`config.mk`:
```
export PLATFORM = sky130hd
export DESIGN_NAME = alu_zero_mask_gen
export DESIGN_NICKNAME = d
export VERILOG_FILES = /design/src/rtl/alu_zero_mask_gen.sv
export SDC_FILE = /design/constraint.sdc
export NUM_CORES = 1
export LEC_CHECK = 0
export ABC_AREA = 1
export BUFFER_PORTS_ARGS = -buffer_cell sky130_fd_sc_hd__buf_2
export CAP_MARGIN = 30
export CORE_MARGIN = 2
export CORE_UTILIZATION = 55
export DETAILED_ROUTE_END_ITERATION = 16
export PLACE_DENSITY = 0.79
export SLEW_MARGIN = 10
export SYNTH_ARGS = -nofsm -noshare
export SYNTH_HDL_FRONTEND = slang
export SYNTH_SLANG_ARGS = --single-unit
export TNS_END_PERCENT = 30
```
`constraint.sdc`:
```
create_clock -name clk_i -period 4.6 [get_ports clk_i]
set_clock_uncertainty 0.05 [all_clocks]
set_input_delay 0.46 -clock clk_i [delete_from_list [all_inputs] [get_ports clk_i]]
set_output_delay 0.46 -clock clk_i [all_outputs]
set_load 0.03 [all_outputs]
```
`src/rtl/alu_zero_mask_gen.sv`:
```
// Rebuilds the 64-bit mask described by a clz/ctz zero count, one 8-bit slice per cycle.
// Each slice bit is produced by its own lane instance; the FSM walks the slices LSB first.
module alu_zero_mask_lane #(
  parameter int LANE = 0
) (
  input  logic [2:0] idx,
  input  logic [6:0] ones_len,
  input  logic [6:0] cnt,
  input  logic       lead,
  output logic       bit_val
);
  logic [6:0] j;
  assign j       = {1'b0, idx, 3'(LANE)};
  assign bit_val = lead ? (j < ones_len) : (j >= cnt);
endmodule

module alu_zero_mask_gen #(
  parameter int XLEN    = 64,
  parameter int SLICE_W = 8
) (
  input  logic            clk_i,
  input  logic            rstn_i,
  input  logic            valid_i,
  output logic            ready_o,
  input  logic [6:0]      count_i,
  input  logic            leading_i,
  input  logic            word_i,
  input  logic            kill_i,
  output logic            valid_o,
  input  logic            ready_i,
  output logic [XLEN-1:0] mask_o,
  output logic            sat_o
);
  typedef enum logic [1:0] {IDLE, BUSY, DONE} state_t;

  state_t      state;
  logic [2:0]  idx;
  logic [6:0]  cnt_q;
  logic        lead_q, word_q, sat_q;

  logic [6:0]         w_in, w_q, ones_len;
  logic               sat_in;
  logic [6:0]         cnt_in;
  logic [SLICE_W-1:0] slice_bits;
  logic               last_slice;

  assign w_in     = word_i ? 7'd32 : 7'd64;
  assign sat_in   = count_i > w_in;
  assign cnt_in   = sat_in ? w_in : count_i;
  assign w_q      = word_q ? 7'd32 : 7'd64;
  // Leading form: the low (W-C) bits are ones; C never exceeds W so this cannot wrap.
  assign ones_len = w_q - cnt_q;

  for (genvar k = 0; k < SLICE_W; k++) begin : g_lane
    alu_zero_mask_lane #(.LANE(k)) u_lane (
      .idx      (idx),
      .ones_len (ones_len),
      .cnt      (cnt_q),
      .lead     (lead_q),
      .bit_val  (slice_bits[k])
    );
  end

  assign last_slice = word_q ? (idx == 3'd3) : (idx == 3'd7);

  always_ff @(posedge clk_i) begin
    if (!rstn_i || kill_i) begin
      state   <= IDLE;
      ready_o <= 1'b1;
      valid_o <= 1'b0;
      mask_o  <= '0;
      sat_o   <= 1'b0;
      idx     <= '0;
      cnt_q   <= '0;
      lead_q  <= 1'b0;
      word_q  <= 1'b0;
      sat_q   <= 1'b0;
    end else begin
      case (state)
        IDLE: if (valid_i) begin
          cnt_q   <= cnt_in;
          lead_q  <= leading_i;
          word_q  <= word_i;
          sat_q   <= sat_in;
          idx     <= '0;
          ready_o <= 1'b0;
          state   <= BUSY;
        end
        BUSY: begin
          mask_o[{idx, 3'b000} +: SLICE_W] <= slice_bits;
          idx <= idx + 3'd1;
          if (last_slice) begin
            // *W results sign-extend bit 31, which is the top bit of slice 3.
            if (word_q) mask_o[XLEN-1:32] <= {(XLEN-32){slice_bits[SLICE_W-1]}};
            sat_o   <= sat_q;
            valid_o <= 1'b1;
            state   <= DONE;
          end
        end
        DONE: if (ready_i) begin
          valid_o <= 1'b0;
          ready_o <= 1'b1;
          state   <= IDLE;
        end
        default: state <= IDLE;
      endcase
    end
  end
endmodule

```
==> summary by stage, run 1 <==
Status
The flow ran to the end, and the final reports show no timing, DRC or antenna violations.

Logic synthesis
The distinct cell type count after synthesis is 40. After technology mapping, the gate count stands at 620. The number of nets handed over by synthesis was 654. Counting flops and latches in the post-synthesis netlist gives 82. The number of flops mapped to enable cells by yosys is 0.

In the post-synthesis netlist, the biggest area contributors are dfxtp_1, nand2_1, a21oi_1. The portion of the post-synthesis area used by sequential elements is 0.355. Of the post-synthesis cell area, the dominant cell type holds 0.355. Dividing the synthesized area by the synthesized cell count gives 7.46 µm². The top flip-flop cell by instance count after synthesis is dfxtp_1. The largest area contributor in the synthesized netlist is dfxtp_1. Of all flip-flops after synthesis, the portion carrying an async set or reset was 0. The number of warnings printed during yosys synthesis is 0. The cell area after technology mapping is 4630 µm².

Power and ir drop
The leakage power of the design is 2.21 nW. The power per standard cell area is 271 nW/µm². The post-route total power is 1.41 mW. The peak supply drop is 0.000143 V.

Worst setup path
The sort of element at the start of the critical path is a register. The worst setup path is captured at a register. The worst path required time is 4.84 ns. By startpoint and endpoint, the worst setup path is classified as reg2reg. The biggest fanout along the worst timing path is 18.

The data arrival time of the critical path is 3.96 ns. The launching point of the worst reg2reg path is idx[0]. The most critical setup path has its startpoint at idx[0].

Across all register-to-register paths, the minimum setup slack is 0.87 ns.

Global routing
The overall overflow remaining after global route is 0. The via count of the first global-routing pass came to 4011. Entering global routing, the biggest net connects 40 pins.

The first global-routing pass estimated 19.3 mm of wire. The overall fraction of global-route tracks in use is 0.268. The number of antenna violations at the first check in global routing was 0.

Cells and area
The final cell utilization of the core is 0.636. The share of cells above drive strength 1 is 0.246. Fill cells in the final layout number 724. In the final layout, the multi-input gates occupy 2640 µm². The top cell types in the final layout, fill and taps aside, are nand2_1, a21oi_1, dfxtp_1. The number of nets in the layout is 715.

Leaving out fill and tap cells, the most frequent cell in the layout is nand2_1. The area overhead of the layout relative to synthesis is 12.3%. The area taken by flip-flops and latches is 1640 µm².

0 antenna diodes ended up in the layout.

Detailed routing
After the first detailed-routing iteration, the DRC count stood at 341. The remaining antenna violation count is 0. The remaining design rule violation count is 0. The detail-routed via count per cell is 5.68. The final layout contains routed wiring with a total length of 12.1 mm. The routed layout has 4492 vias.

The number of detailed-routing iterations run before antenna repair is 5. The detail-routed net length per standard cell is 15.3 µm.

Floorplan
81 I/O pins were placed. The initial standard-cell utilization of the core is 0.566. The number of core rows is 33. Measured along the x axis, the die boundary spans 95.7 µm.

The die covers 9160 µm². The floorplan core area is 8180 µm². The die is 95.7 µm tall.

Clock network
The number of setup buffers added after CTS is 0. The cts-stage hold buffer count is 0. The tree is rooted in a clkbuf_8. The CTS tree is done.

The clock input transition at the sequential cells of the worst setup and hold paths is 0.09 ns. The clock drives 82 sinks. Post-CTS repair changed the size of 0 cells. The source-to-sink clock delay at the later pin of the worst-skew pair is 0.36 ns. The maximum buffer depth of the clock tree is 2. The level count of the clock H-tree is 3. Buffers inserted during clock tree synthesis total 9.

Place
Detailed placement finished with a half-perimeter wire length of 8.45 mm. Buffers placed on the I/O ports in this run total 80. The post-place setup slack is 1.03 ns. Routability-driven placement finished with a final weighted congestion of 0.954.

Timing
Across all setup checks in the final design, the least slack found is 0.874 ns. In this run the tightest slew margin relative to its limit is 0.432. The number of setup violations in the final report is 0.

Setup repair after global routing left no endpoint under its margin. The slew at the pin closest to its max-slew limit is 0.847 ns. Static timing analysis puts the maximum clock frequency at 268 MHz.

The total count of hold-check failures in the final report is 0. Of the available clock period, the critical path in the final layout requires 0.810. The final critical path time including I/O delays and setup is 3.73 ns. For the final routed database, the setup TNS stands at 0 ns.

The count of pins over their slew limit is 0.

Hold path
The kind of path behind the tightest hold check is in2reg. The start point of the worst hold path is ready_i.

Run
The tool flagged a number of max-cap violations equal to 0.
[power breakdown]
group / total, mW / switching, mW / internal [mW]
Combinational: 0.180 / 0.129 / 0.0515
Clock: 0.503 / 0.297 / 0.206
Sequential: 0.723 / 0.00729 / 0.715
Total: 1.41 / 0.433 / 0.973
[logic make-up (layout without fill, tap and decap cells)]
| logic type | count (synthesis) | count (layout) | share of synthesized area |
|---|---|---|---|
| xor gates and xnor gates | 6 | 6 | 0.0130 |
| DFF | 82 | 82 | 0.355 |
| AOI/OAI and AO/OA | 182 | 182 | 0.215 |
| and+or+nand+nor | 249 | 249 | 0.287 |
| adders and majority gates | 20 | 20 | 0.0541 |
| buffers and inverters | 81 | 147 | 0.0765 |
[critical path, stage by stage (launching register included)]
cell and delay, ns:
dfxtp_1 0.61, inv_1 0.49, ha_1 0.80, clkinv_1 0.51
nor2_1 0.58, nand4_1 0.21, o21ai_1 0.16, nand2_1 0.07
a21oi_1 0.17
[sequential cells by signal, summed over array words and instances, names as in the netlist]
name     count
ready_o      1
sat_q        1
state        2
idx          3
sat_o        1
word_q       1
lead_q       1
mask_o      64
valid_o      1
cnt_q        7
[path summary, 6_finish.rpt]
kind                              endpoint  cells after the start
worst max-delay path            mask_o[54]                      8
worst min-delay path               ready_o                      3
worst max register to register  mask_o[54]                      8
worst min register to register       sat_o                      2
[through the flow]
stage	hold WS, ns	instance area [µm²]	std cells
floorplan	0.380	4630	620
global placement	0.395	5010	775
detailed placement	0.399	5010	775
CTS	0.305	5200	791
global route	0.322	5200	791
finish	0.314	5200	791
[metal layers]
metal / vias to the layer above / global-route usage / part of all wire
li1: 2228 / - / -
met1: 2043 / 0.376 / 0.46
met2: 199 / 0.424 / 0.46
met3: 22 / 0.0360 / 0.068
met4: 0 / 0.0940 / 0.019
met5: - / 0 / 0
[cell type report]
type,instances,share of cell area
clock inverter,7,0.0118
tap,105,0.0253
timing repair buffer,83,0.0814
clock buffer,9,0.0238
sequential,82,0.316
inverter,48,0.0347
multi-input combinational,457,0.507
[cell usage after synthesis (2+ instances only)]
cell type,n
clkinv_1,3
nand3_1,26
o21ai_1,15
nor2_4,8
nand2_2,9
nor3_1,6
xor2_1,4
ha_1,20
a21oi_1,95
nand3_2,18
nor3_2,3
dfxtp_1,82
a211oi_1,3
buf_6,4
o21ai_0,46
nand4_1,17
inv_1,38
buf_2,13
a21oi_2,14
clkbuf_1,14
inv_2,7
nor3_4,3
a22oi_1,2
o211ai_1,2
nand2_1,135
nor2_1,19
Note: power is estimated with default switching activity, not from simulation.
==> run 2: changes to the inputs <==
Clock period 4.6 ns to 3.7 ns, I/O delays scaled along.
==> run 2 against run 1 <==
  * Sequential share of layout area fell by 0.26 points
  * Critical path depth is 6 higher
  * Largest power group unchanged
  * Count of clock-buffer cells in the layout unchanged
  * Highest routed layer unchanged
  * Critical endpoint is now mask_o[63]
==> summary by stage, run 2 (synthesis gave the netlist of run 1 again) <==
Timing
Setup repair after global routing missed its margin: no (unchanged). The final-layout setup total negative slack is 0 ns (unchanged). The count of pins over their slew limit came to 0 (unchanged).

The slew at the pin closest to its max-slew limit is 0.837 ns (was 0.847 ns). The number of setup violations in the final report is 0 (unchanged). The maximum clock rate was 347 MHz (was 268 MHz).

The total count of hold-check failures in the final report is 0 (unchanged). The share of the clock period used by the worst path is 0.779 (was 0.810). The final worst-path setup slack was 0.817 ns (was 0.874 ns). The tightest slew margin relative to the limit was 0.439 (was 0.432). The final critical path time including I/O delays and setup is 2.88 ns (was 3.73 ns).

Detailed routing
The remaining antenna violation count is 0 (unchanged). The number of detailed-routing iterations run before antenna repair came to 5 (unchanged). The detail-routed net length per standard cell is 15.0 µm (was 15.3 µm). The initial DRC count is 325 (was 341). The remaining design rule violation count is 0 (unchanged). The final wirelength is 11.9 mm (was 12.1 mm). The number of vias in the routed layout is 4493 (was 4492). The detail-routed via count per cell came to 5.66 (was 5.68).

Global routing
The global-route wire length before repair is 19.2 mm (was 19.3 mm). The via count of the first global-routing pass was 3939 (was 4011). The overall overflow remaining after global route came to 0 (unchanged). The number of antenna violations at the first check in global routing was 0 (unchanged). The overall fraction of global-route tracks in use is 0.268 (about the same).

The maximum number of pins on one net before global-route repair is 41 (was 40).

Status
Run status: completed (unchanged).

Power and ir drop
The power per standard cell area was 348 nW/µm² (was 271 nW/µm²). The cell-internal power is 1.28 mW (was 0.973 mW). The share of total power consumed by net switching is 0.298 (was 0.308). The power dissipated by switching net loads is 0.543 mW (was 0.433 mW). The leakage power of the design is 2.24 nW (was 2.21 nW). The logic gate share of total power is 0.124 (was 0.128). The peak supply drop is 0.000292 V (was 0.000143 V). The register share of total power is 0.493 (was 0.514). The clock group share of total power is 0.384 (was 0.358).

Clock network
The maximum buffer depth of the clock tree came to 2 (unchanged). The CTS tree was done (unchanged). The number of buffers inserted during clock tree synthesis is 9 (unchanged). The cts-stage hold buffer count came to 0 (unchanged). The level count of the clock H-tree was 3 (unchanged). The TritonCTS sink count is 82 (unchanged). The source-to-sink clock delay at the later pin of the worst-skew pair is 0.37 ns (was 0.36 ns). The setup fix buffers added after clock tree synthesis was 0 (unchanged).

The clock input transition at the sequential cells of the worst setup and hold paths is 0.09 ns (about the same). The root cell of the clock tree is clkbuf_8 (unchanged). The post-cts repair resize count is 0 (unchanged).

Cells and area
The share of cells above drive strength 1 is 0.250 (was 0.246). The area overhead of the layout relative to synthesis is 13.2% (was 12.3%). The most common cell after layout, fill and taps aside is nand2_1 (unchanged). The final cell utilization of the core came to 0.641 (was 0.636). Top library cells by usage in the layout, fill and taps aside: nand2_1, a21oi_1, dfxtp_1 (unchanged). The number of nets in the layout came to 718 (was 715). Registers with the most flip-flops: mask_o (64), cnt_q (7), idx (3) (unchanged). The number of flip-flops in the largest register is 64 (unchanged).

The number of antenna repair diodes was 0 (unchanged). The register containing the most flip-flops in the final layout was mask_o (unchanged).

Floorplan
The number of top-level pins is 81 (unchanged). The floorplan core area is 8180 µm² (unchanged). The width of the chip came to 95.7 µm (unchanged).

The floorplan die height was 95.7 µm (unchanged). The initial standard-cell utilization of the core is 0.566 (unchanged). The number of core rows is 33 (unchanged). The area of the die is 9160 µm² (unchanged).

Worst setup path
The biggest fanout along the worst timing path was 32 (was 18). The kind of critical path is reg2reg (unchanged). The kind of end point of the critical path is a register (unchanged).

The sort of element at the start of the critical path was a register (unchanged). The worst path required time came to 3.95 ns (was 4.84 ns). The data arrival time of the critical path is 3.13 ns (was 3.96 ns).

Place
The count of buffers inserted at the top-level ports is 80 (unchanged). The post-place setup slack came to 0.858 ns (was 1.03 ns). The half-perimeter wire length after placement is 8.33 mm (was 8.45 mm).

The global placement routability congestion came to 0.956 (was 0.954).

Run
The max capacitance violation total is 0 (unchanged).

Hold path
The kind of path behind the tightest hold check is in2reg (unchanged).
-- run 2: path summary, 6_finish.rpt --
| check | endpoint | start | cells past startpoint | slack (ns) |
|---|---|---|---|---|
| hold reg to reg | ready_o | ready_o | 2 | 0.42 |
| setup reg to reg | mask_o[63] | cnt_q[0] | 14 | 0.82 |
| setup / recovery | mask_o[63] | cnt_q[0] | 14 | 0.82 |
| hold / removal | ready_o | ready_i | 3 | 0.20 |
-- run 2: stage by stage --
stage / hold slack, ns / power, mW / std cells / area (µm²)
finish: 0.196 / 1.82 / 794 / 5240
global route: 0.211 / 1.89 / 794 / 5240
CTS: 0.188 / 1.82 / 794 / 5240
detailed placement: 0.394 / 1.14 / 778 / 5030
global placement: 0.390 / 1.14 / 778 / 5030
floorplan: 0.380 / 1.09 / 620 / 4630
-- run 2: worst max-delay path, stage by stage, from the launching register on --
cell and delay [ns]:
dfxtp_1 0.47, inv_1 0.16, ha_1 0.32, nand2_1 0.12, xor2_1 0.16, ha_1 0.27, inv_1 0.06, o21ai_0 0.07
nand3_1 0.10, nand3_2 0.10, nand2_2 0.18, o21ai_2 0.07, inv_2 0.41, o21ai_1 0.14, a21oi_1 0.14
-- run 2: power groups by stage --
stage                     Sequential (mW)  Clock [mW]  Combinational (mW)
after floorplan                     0.921           0               0.171
after global placement              0.918           0               0.218
after detailed placement            0.919           0               0.222
after CTS                           0.898       0.703               0.223
after global routing                0.900       0.742               0.249
final                               0.898       0.699               0.225
-- run 2: cell type report --
cell class,count,area (µm²)
tap,105,131
clock inverter,7,82.6
multi-input combinational,457,2640
fill,711,2940
timing repair buffer,86,445
clock buffer,9,124
sequential,82,1640
inverter,48,180
-- run 2: metal layers --
metal / GRT usage / routed length, µm / vias to the layer above
met5: 0 / 0 / -
met4: 0.0821 / 167 / 0
met3: 0.0611 / 1000 / 15
met2: 0.400 / 5380 / 183
met1: 0.387 / 5330 / 2064
li1: - / - / 2231
